==> config.mk <==
export PLATFORM = sky130hd
export DESIGN_NAME = fsm_delay_counter
export DESIGN_NICKNAME = d
export VERILOG_FILES = /design/src/rtl/fsm_delay_counter_pkg.sv /design/src/rtl/fsm_tick_gen.sv /design/src/rtl/fsm_delay_counter.sv
export SDC_FILE = /design/constraint.sdc
export NUM_CORES = 1
export LEC_CHECK = 0
export ABC_AREA = 1
export CAP_MARGIN = 30
export CORE_UTILIZATION = 60
export CTS_CLUSTER_DIAMETER = 100
export DETAILED_ROUTE_END_ITERATION = 10
export PLACE_DENSITY = 0.8
export SLEW_MARGIN = 25
export SYNTH_ARGS = -nofsm -noshare
export SYNTH_HDL_FRONTEND = slang
export SYNTH_SLANG_ARGS = --single-unit
==> constraint.sdc <==
create_clock -name clock -period 2.6 [get_ports clock]
set_clock_uncertainty 0.2 [all_clocks]
set_input_delay 0.39 -clock clock [delete_from_list [all_inputs] [get_ports clock]]
set_output_delay 0.39 -clock clock [all_outputs]
set_load 0.005 [all_outputs]
==> src/rtl/fsm_delay_counter_pkg.sv <==
// fsm_delay_counter_pkg: shared defaults and run-mode type for the delay timer
//   CNT_W_DEF    width of countVal and of the unit counter
//   TICK_DIV_DEF clock cycles per time unit in the real system
//   TICK_DIV_SIM short time unit used in simulation
package fsm_delay_counter_pkg;
  localparam int CNT_W_DEF = 3;
  localparam int TICK_DIV_DEF = 50000000;
  localparam int TICK_DIV_SIM = 4;
  typedef enum logic {IDLE, RUN} mode_e;
endpackage

==> src/rtl/fsm_tick_gen.sv <==
// fsm_tick_gen: prescaler that divides clock into time-unit ticks
//   clock  system clock, posedge
//   reset  asynchronous active-low reset
//   clr    synchronous clear of prescaler and tick
//   en     advance the prescaler this cycle
//   tick   registered one-cycle pulse at each unit boundary
//   wrap   high while the prescaler sits on its last cycle of a unit
module fsm_tick_gen #(
  parameter int TICK_DIV = 4
) (
  input  logic clock,
  input  logic reset,
  input  logic clr,
  input  logic en,
  output logic tick,
  output logic wrap
);
  localparam int PW = $clog2(TICK_DIV);
  logic [PW-1:0] p;
  // wrap lets the counter step on the same edge that raises tick
  assign wrap = p == PW'(TICK_DIV - 1);
  always_ff @(posedge clock or negedge reset)
    if (!reset) begin
      p <= '0;
      tick <= 1'b0;
    end else if (clr) begin
      p <= '0;
      tick <= 1'b0;
    end else if (en) begin
      p <= wrap ? '0 : p + PW'(1);
      tick <= wrap;
    end else
      tick <= 1'b0;
endmodule

==> src/rtl/fsm_delay_counter.sv <==
// fsm_delay_counter: delay timer that raises contBETval after countVal time units
//   clock       system clock, posedge
//   reset       asynchronous active-low reset
//   initCount   1 = run/hold timing, 0 = clear and idle
//   countVal    target unit count
//   hold        (FSM_CNT_HOLD_EN only) freeze timing while in RUN
//   contBETval  count >= target, gated by initCount and an unchanged target
//   count       elapsed units since last restart, saturating
//   tick        one-cycle pulse at each unit boundary
// Optional macro FSM_CNT_HOLD_EN adds the hold input.
module fsm_delay_counter
  import fsm_delay_counter_pkg::*;
#(
  parameter int TICK_DIV = TICK_DIV_DEF,
  parameter int CNT_W = CNT_W_DEF
) (
  input  logic clock,
  input  logic reset,
  input  logic initCount,
  input  logic [CNT_W-1:0] countVal,
`ifdef FSM_CNT_HOLD_EN
  input  logic hold,
`endif
  output logic contBETval,
  output logic [CNT_W-1:0] count,
  output logic tick
);
  mode_e mode;
  logic [CNT_W-1:0] cv_q, count_next;
  logic cbv_q, restart, adv, wrap;
  assign mode = initCount ? RUN : IDLE;
  assign restart = mode == RUN && countVal != cv_q;
`ifdef FSM_CNT_HOLD_EN
  assign adv = mode == RUN && !restart && !hold;
`else
  assign adv = mode == RUN && !restart;
`endif
  assign count_next = (wrap && count != '1) ? count + CNT_W'(1) : count;
  // gating hides a stale cbv_q in the cycle the FSM changes target
  assign contBETval = cbv_q && mode == RUN && countVal == cv_q;
  fsm_tick_gen #(.TICK_DIV(TICK_DIV)) u_tick (
    .clock(clock),
    .reset(reset),
    .clr(mode == IDLE || restart),
    .en(adv),
    .tick(tick),
    .wrap(wrap)
  );
  always_ff @(posedge clock or negedge reset)
    if (!reset) begin
      count <= '0;
      cv_q <= '0;
      cbv_q <= 1'b0;
    end else if (mode == IDLE) begin
      count <= '0;
      cv_q <= countVal;
      cbv_q <= 1'b0;
    end else if (restart) begin
      count <= '0;
      cv_q <= countVal;
      cbv_q <= countVal == '0;
    end else if (adv) begin
      count <= count_next;
      cbv_q <= count_next >= cv_q;
    end
endmodule

Yosys cells after proc, flatten, opt, wreduce, memory -nomap -nowiden. Index checks and enable logic that the tools add are counted. W data, S select, Z words.

Word-level logic and storage cells: 39. Register bits after elaboration: 34.

Reductions and logical operators: 9. Add/subtract/negate cells: 2. Bitwise gates (word level): 1. Order comparisons: 1. Muxes and demuxes: 15. Equal/unequal tests: 6.

Operators by type and width (number): $mux W26 (3); $add A26 B1 Y26 const B (1); $eq A26 B26 Y1 const B (1); $mux W3 (6); $mux W1 (6); $logic_and A1 B1 Y1 (5); $add A3 B1 Y3 const B (1); $eq A3 B3 Y1 (1); $ge A3 B3 Y1 (1); $logic_not A3 Y1 (1); $ne A3 B1 Y1 const B (1); $ne A3 B3 Y1 (1); $ne A3 B3 Y1 const B (1); $ne A2 B1 Y1 const B (1); $reduce_bool A2 Y1 (1); $logic_not A1 Y1 (1); $logic_or A1 B1 Y1 (1); $not A1 Y1 (1).

Depth between registers and ports, before layout. Gate-level depths: netlist of the first run.

Depth in word-level cells: 7. Depth in mapped cells: 15.

Hierarchy. A second synthesis of the first run with hierarchy kept.

Cells, all modules: 315. Area total of the unflattened synthesis: 2229.6 um2.

Modules (own cells, without submodules): fsm_tick_gen (area each 1778.0 um2, cells each 259, times used 1); fsm_delay_counter (area each 451.7 um2, cells each 56, times used 1).

Worst setup path before layout of the first run. Ideal clock, no wire load.

Kind: register to register. Start: reg u_tick.p[0]. End: reg cbv_q. Setup time: 0.132 ns. Path slack: 0.495 ns. Cell stages (with the launch flop): 16. Buffers on the path: 0. Arrival: 1.773 ns. Cell sequence: dfrtp_1 > ha_1 > nand2_2 > nor2_8 > nand2_1 > nor2_2 > nand3_1 > nand2_1 > nand2_2 > ha_1 > inv_1 > nand2_1 > a21oi_1 > nor2_1 > nor2_1 > o21ai_0.

Longest elaborated chain between the ends: 7.

Ends and longest elaborated chain: start: declaration (line fsm_tick_gen.sv:19) `logic [PW-1:0] p;`; start signal: assignment (line fsm_tick_gen.sv:30) `p <= wrap ? '0 : p + PW'(1);`; $eq A26 B26 Y1 (line fsm_tick_gen.sv:21) `assign wrap = p == PW'(TICK_DIV - 1);`; $logic_and A1 B1 Y1 (line fsm_delay_counter.sv:38) `assign count_next = (wrap && count != '1) ? count + CNT_W'(1) : count;`; $mux W3 (line fsm_delay_counter.sv:38); $ge A3 B3 Y1 (line fsm_delay_counter.sv:64) `cbv_q <= count_next >= cv_q;`; $mux W1 (line fsm_delay_counter.sv:62) `end else if (adv) begin`; $mux W1 (line fsm_delay_counter.sv:58) `end else if (restart) begin`; $mux W1 (line fsm_delay_counter.sv:54) `end else if (mode == IDLE) begin`; end signal: assignment (line fsm_delay_counter.sv:64); end: declaration (line fsm_delay_counter.sv:30) `logic cbv_q, restart, adv, wrap;`.

No other way between the ends. The select of a mux whose other input is x is not followed. A chain may end at the register's enable or synchronous reset.

Final worst setup path of the first run.
Start: in countVal[2]. End: out contBETval.

Longest elaborated chain between the ends: 2.

Ends and longest elaborated chain: start: declaration (line fsm_delay_counter.sv:20) `input logic [CNT_W-1:0] countVal,`; $eq A3 B3 Y1 (line fsm_delay_counter.sv:40) `assign contBETval = cbv_q && mode == RUN && countVal == cv_q;`; $logic_and A1 B1 Y1 (line fsm_delay_counter.sv:40); end: declaration (line fsm_delay_counter.sv:24) `output logic contBETval,`.

No other way between the ends.

==> metrics, run 1 <==
global-route usage over all layers 25.11%; Die Outline Area 0.003964 mm²; synthesized net count 305; crit path kind primary input to output pin; YS warnings 0; Vias/cell 5.065; antenna violations before repair 0; Non-Filler Instances 353; share of flip-flops with an asynchronous set or reset 100.0%; via count 1788; crit path DAT 1.88 ns; Routed WL 4407 µm; Synth Register Bits 34; Skew-Pair Late Insertion Delay 0.29 ns; TNS Setup 0 ns; sequential element share of the synthesized area 38.16%; routability cong. 0.8866; share of post-route cells with drive strength above 1 18.89%; post-synthesis instance total 293; Yosys cell types 26; total gr overflow 0; Inst Count DP 347; I/O pin count 11; synthesized area per cell 7.610 µm²; Ant. Diodes 0; Main synth FF type dfrtp_1; Layout area overhead 11.05%; Final ANT Viol Nets 0; RSZ-0062 raised after global routing no; CTS Buffer Depth 2; min Tclk post-route 2.467 ns; leakage 1.198 nW; Final period util 94.89%; 1st-iter DRT viols 96; placed cell area 0.002386 mm²; clock transition at the registers of the reported paths 0.06 ns; final hold viol count 0; total CTS buffers 5; worst setup margin 0.1329 ns; MaxCap Viol Count 0; nets@finish 320; most numerous cell in the Yosys netlist nand2_1; total iterations of the first detailed-routing run 5; CTS Sinks 34; Synth area leader dfrtp_1; synth cell count leaders nand2_1, nor2_1, inv_1, dfrtp_1, nor2_2; total power 0.9676 mW; Finished Cell Area 0.002476 mm²; largest net degree at the start of global routing 35; detailed placement HPWL 3356 µm; Startpoint Class primary input; core area 0.003442 mm²; Syn Std Cell Area 0.002230 mm²; Hold WC Path Type flop to flop; Starting Density 64.78%; first-pass GRT wire length 7686 µm; hold path startpoint u_tick.p[0]; maximum clock rate 405.3 MHz; clock root cell clkbuf_8; vias in the first global route 1693; max-slew violation count 0; # hold bufs at CTS 0; Worst VDD drop 0.2942 mV; Synth area leaders dfrtp_1, nand2_1, nor2_1; RR Startpoint u_tick.p[0]; outcome finished clean; WP data required 2.01 ns; Worst Setup SP countVal[2]; std cell rows 21; Post-synth EDFFs 0; htree depth 2; Die Height 62.96 µm; Worst Tran Pin Value 0.4283 ns; CTS tree done; number of remaining DRC errors 0; Slew headroom 71.45%; pre-CTS WS 0.1170 ns; drt wl/cell 12.48 µm; proportion of netlist area held by the largest area contributor 38.16%; number of port buffers 10; kind of end point of the critical path output pin; Worst Path Max Fanout 3; final setup fails 0; DIE WIDTH 62.96 µm; pwr dens 390.8 mW/mm²; Hold WS 0.2693 ns; Final Util 71.94%
layout make-up:
cell class,instances,area (µm²)
Multi-Input combinational cell,211,1205
Fill cell,269,965.9
Sequential cell,34,850.8
Inverter,44,165.2
Timing Repair Buffer,12,115.1
Clock buffer,6,82.58
Tap cell,46,57.56
critical path: stages:
cell	delay, ns
clkdlybuf4s50_1	0.56
xnor2_2	0.15
nand3_1	0.15
nor2_1	0.11
clkdlybuf4s50_1	0.51
report_power, final:
group	switching [mW]	total (mW)	internal (mW)
clock network	0.179	0.383	0.204
logic	0.0305	0.0486	0.0181
registers	0.00330	0.536	0.533
total	0.213	0.968	0.755
per-layer routing:
metal  track usage (%)  vias to the layer above  share of wire, %
li1                  -                      923                 -
met1             34.35                      820                48
met2             39.11                       37                46
met3             5.474                        8               4.8
met4             8.430                        0               1.4
met5                 0                        -                 0
registers in the layout (all words and copies together), names as in the netlist:
name,cells
u_tick.tick,1
cv_q,3
count,3
cbv_q,1
u_tick.p,26
layout by cell type, fill, tap and decap left out:
master,n
a21oi_1,5
buf_4,2
clkbuf_8,6
clkdlybuf4s50_1,10
dfrtp_1,34
ha_1,6
inv_1,40
inv_2,4
nand2_1,64
nand2_2,8
nand2_4,3
nand3_1,9
nand3_2,6
nand3b_2,1
nand4_1,7
nor2_1,56
nor2_2,14
nor2_4,4
nor2_8,4
nor2b_4,1
nor3_1,5
nor3_2,4
nor3b_1,2
o21ai_0,2
o21bai_1,1
xnor2_1,5
xnor2_2,1
xor2_1,3
cells by family (layout without fill, tap and decap cells):
| group | Yosys count | in the layout | synth area share, % |
|---|---|---|---|
| xor gates and xnor gates | 9 | 9 | 3.536 |
| AOI/OAI and AO/OA | 8 | 8 | 1.908 |
| adders and majority gates | 6 | 6 | 3.367 |
| buffers and inverters | 48 | 62 | 8.136 |
| and+or+nand+nor | 188 | 188 | 44.89 |
| DFF | 34 | 34 | 38.16 |
path summary, 6_finish.rpt:
| check | to | slack (ns) | depth (start not counted) |
|---|---|---|---|
| worst max-delay path | contBETval | 0.13 | 5 |
| worst min-delay path | u_tick.p[0] | 0.27 | 1 |
| worst max register to register | cbv_q | 0.29 | 15 |
| worst min register to register | u_tick.p[0] | 0.27 | 1 |
| max in group asynchronous | u_tick.p[1] | 1.58 | 2 |
| min in group asynchronous | u_tick.p[10] | 0.32 | 2 |
what timing repair did:
| action | 4_1_cts | 5_1_grt |
|---|---|---|
| setup endpoints to repair | 0 | 1 |
| setup buffers | 0 | 0 |
| resized for setup | 0 | 1 |
Note: power is estimated with default switching activity, not from simulation.
==> inputs of run 2 (changes only) <==
--- a/config.mk
+++ b/config.mk
@@ -7,10 +7,10 @@
 export LEC_CHECK = 0
 export ABC_AREA = 1
 export CAP_MARGIN = 30
-export CORE_UTILIZATION = 60
+export CORE_UTILIZATION = 34
 export CTS_CLUSTER_DIAMETER = 100
 export DETAILED_ROUTE_END_ITERATION = 10
-export PLACE_DENSITY = 0.8
+export PLACE_DENSITY = 0.5
 export SLEW_MARGIN = 25
 export SYNTH_ARGS = -nofsm -noshare
 export SYNTH_HDL_FRONTEND = slang
==> run 2 against run 1 <==
Net effect:
- the run now ends with hold timing left
- sequential power about the same
- total power rose by 3.4%
- clock power rose by 9.4%
- critical path type unchanged
- final cell count up 9.1%
==> metrics, run 2 (synthesis results as in run 1) <==
first-pass GRT wire length 8604 µm (+12%); crit path DAT 1.82 ns (-0.06 ns); 1st-iter DRT viols 89 (-7.3%); Startpoint Class primary input; most frequent cells in the layout nand2_1, nor2_1, inv_1; worst r2r path cells 15 (unchanged); Vias/cell 4.465 (-12%); std cell rows 29 (+38%); number of remaining DRC errors 0 (unchanged); CP dominant cell by count clkdlybuf4s50_1; Die Height 82.98 µm (+32%); DIE WIDTH 82.98 µm (+32%); MaxCap Viol Count 0 (unchanged); Largest stage delay, worst path 0.50 ns (-0.06 ns); Final period util 92.70% (-2.2 points); Hold WS -0.01804 ns (-0.2874 ns); clock transition at the registers of the reported paths 0.08 ns (+0.02 ns); number of port buffers 10 (unchanged); vias in the first global route 1783 (+5.3%); share of post-route cells with drive strength above 1 18.83% (-0.061 points); pre-CTS WS 0.1796 ns (+0.06267 ns); worst-path cell chain clkdlybuf4s50_1, xnor2_1, nand3_1, nor2_1, clkdlybuf4s50_1; Routed WL 4706 µm (+6.8%); total power 1.000 mW (+3.4%); CTS Sinks 34 (unchanged); Worst Path Max Fanout 3 (unchanged); pwr dens 399.5 mW/mm² (+2.2%); Ant. Diodes 0 (unchanged); kind of end point of the critical path output pin; min Tclk post-route 2.410 ns (-0.05688 ns); largest net degree at the start of global routing 35 (unchanged); via count 1719 (-3.9%); failing checks hold timing; max reg flops 26 (unchanged); Post-CTS Setup Inserts 0 (unchanged); Final ANT Viol Nets 0 (unchanged); Layout area overhead 12.29%; nets@finish 319 (-0.31%); outcome finished, violations left; antenna violations before repair 0 (unchanged); Worst VDD drop 0.2104 mV (-28%); leakage 1.192 nW (-0.44%); Hold WC Path Type primary input to asynchronous set/reset pin; crit path buf inv count 2 (unchanged); global-route usage over all layers 15.73% (-9.4 points); CTS Buffer Depth 2 (unchanged); Largest Register u_tick.p; # hold bufs at CTS 0 (unchanged); total CTS buffers 5 (unchanged); RSZ-0062 raised after global routing no; routability cong. 0.8076 (-8.9%); htree depth 2 (unchanged); Die Outline Area 0.006886 mm² (+74%); Starting Density 35.11% (-30 points); WP data required 2.01 ns (about the same); Slew headroom 47.00% (-24 points); I/O pin count 11 (unchanged); max-slew violation count 0 (unchanged); clock root cell clkbuf_8; final setup fails 0 (unchanged); TNS Setup 0 ns (unchanged); crit-path leading delay family buffers and inverters; detailed placement HPWL 3553 µm (+5.9%); Skew-Pair Late Insertion Delay 0.29 ns (about the same); cts repair resizes 0 (unchanged); Slowest-stage cell, CP clkdlybuf4s50_1; total iterations of the first detailed-routing run 4 (-1); worst setup margin 0.1898 ns (+0.05688 ns); number of fill cells 661 (+150%); Worst Tran Pin Value 0.7951 ns (+0.3668 ns); instance count on the critical path 5 (unchanged); core area 0.006350 mm² (+84%); crit path kind primary input to output pin; CTS tree done; most common cell after layout, fill and taps aside nand2_1; Regs by FF count u_tick.p: 26 flops, count: 3 flops, cv_q: 3 flops; total gr overflow 0 (unchanged); final hold viol count 34 (+34); maximum clock rate 414.9 MHz (+2.4%); drt wl/cell 12.22 µm (-2.1%)
[run 2: metrics by stage]
step                      util, %  hold slack (ns)  cells  area [µm²]
final                       39.43         -0.01804    385        2504
after global routing        39.43          0.06960    385        2504
after CTS                   39.43          0.02944    385        2504
after detailed placement    37.99           0.2576    377        2412
after global placement      37.99           0.2570    377        2412
after floorplan                 -          -0.1056    293        2230
[run 2: layout make-up]
cell class | instances | area [µm²] | share of cell area [%]
inverters | 44 | 165.2 | 6.597
repair buffers | 11 | 102.6 | 4.098
multi-input cells | 211 | 1197 | 47.83
clock buffers | 7 | 86.33 | 3.448
flip-flops and latches | 34 | 850.8 | 33.98
well taps | 77 | 96.34 | 3.848
clock inverters | 1 | 5.005 | 0.1999
[run 2: metal layers]
layer | up-vias | wire, µm | global-route usage, %
li1 | 920 | - | -
met1 | 785 | 2509 | 22.50
met2 | 10 | 2066 | 24.07
met3 | 4 | 90 | 3.280
met4 | 0 | 40 | 4.232
met5 | - | 0 | 0
[run 2: path summary, 6_finish.rpt]
check / from / endpoint / slack [ns]
worst max-delay path: countVal[0] / contBETval / 0.19
worst min-delay path: reset / u_tick.p[17] / -0.02
worst max register to register: u_tick.p[0] / cbv_q / 0.33
worst min register to register: u_tick.p[0] / u_tick.p[0] / 0.26
max in group asynchronous: reset / u_tick.p[9] / 1.72
min in group clock: u_tick.p[0] / u_tick.p[0] / 0.26
[run 2: power by group]
part | leakage (nW) | internal, mW | total [mW] | switching (mW)
registers | 0.468 | 0.532 | 0.535 | 0.00291
clock network | 0.0482 | 0.214 | 0.419 | 0.205
logic | 0.676 | 0.0154 | 0.0461 | 0.0306
total | 1.19 | 0.762 | 1.00 | 0.239
==> inputs of run 3 (changes only) <==
--- a/config.mk
+++ b/config.mk
@@ -15,3 +15,4 @@
 export SYNTH_ARGS = -nofsm -noshare
 export SYNTH_HDL_FRONTEND = slang
 export SYNTH_SLANG_ARGS = --single-unit
+export TNS_END_PERCENT = 50
==> results of run 3 <==
Final layout, timing and power as in run 2 (identical DEF).
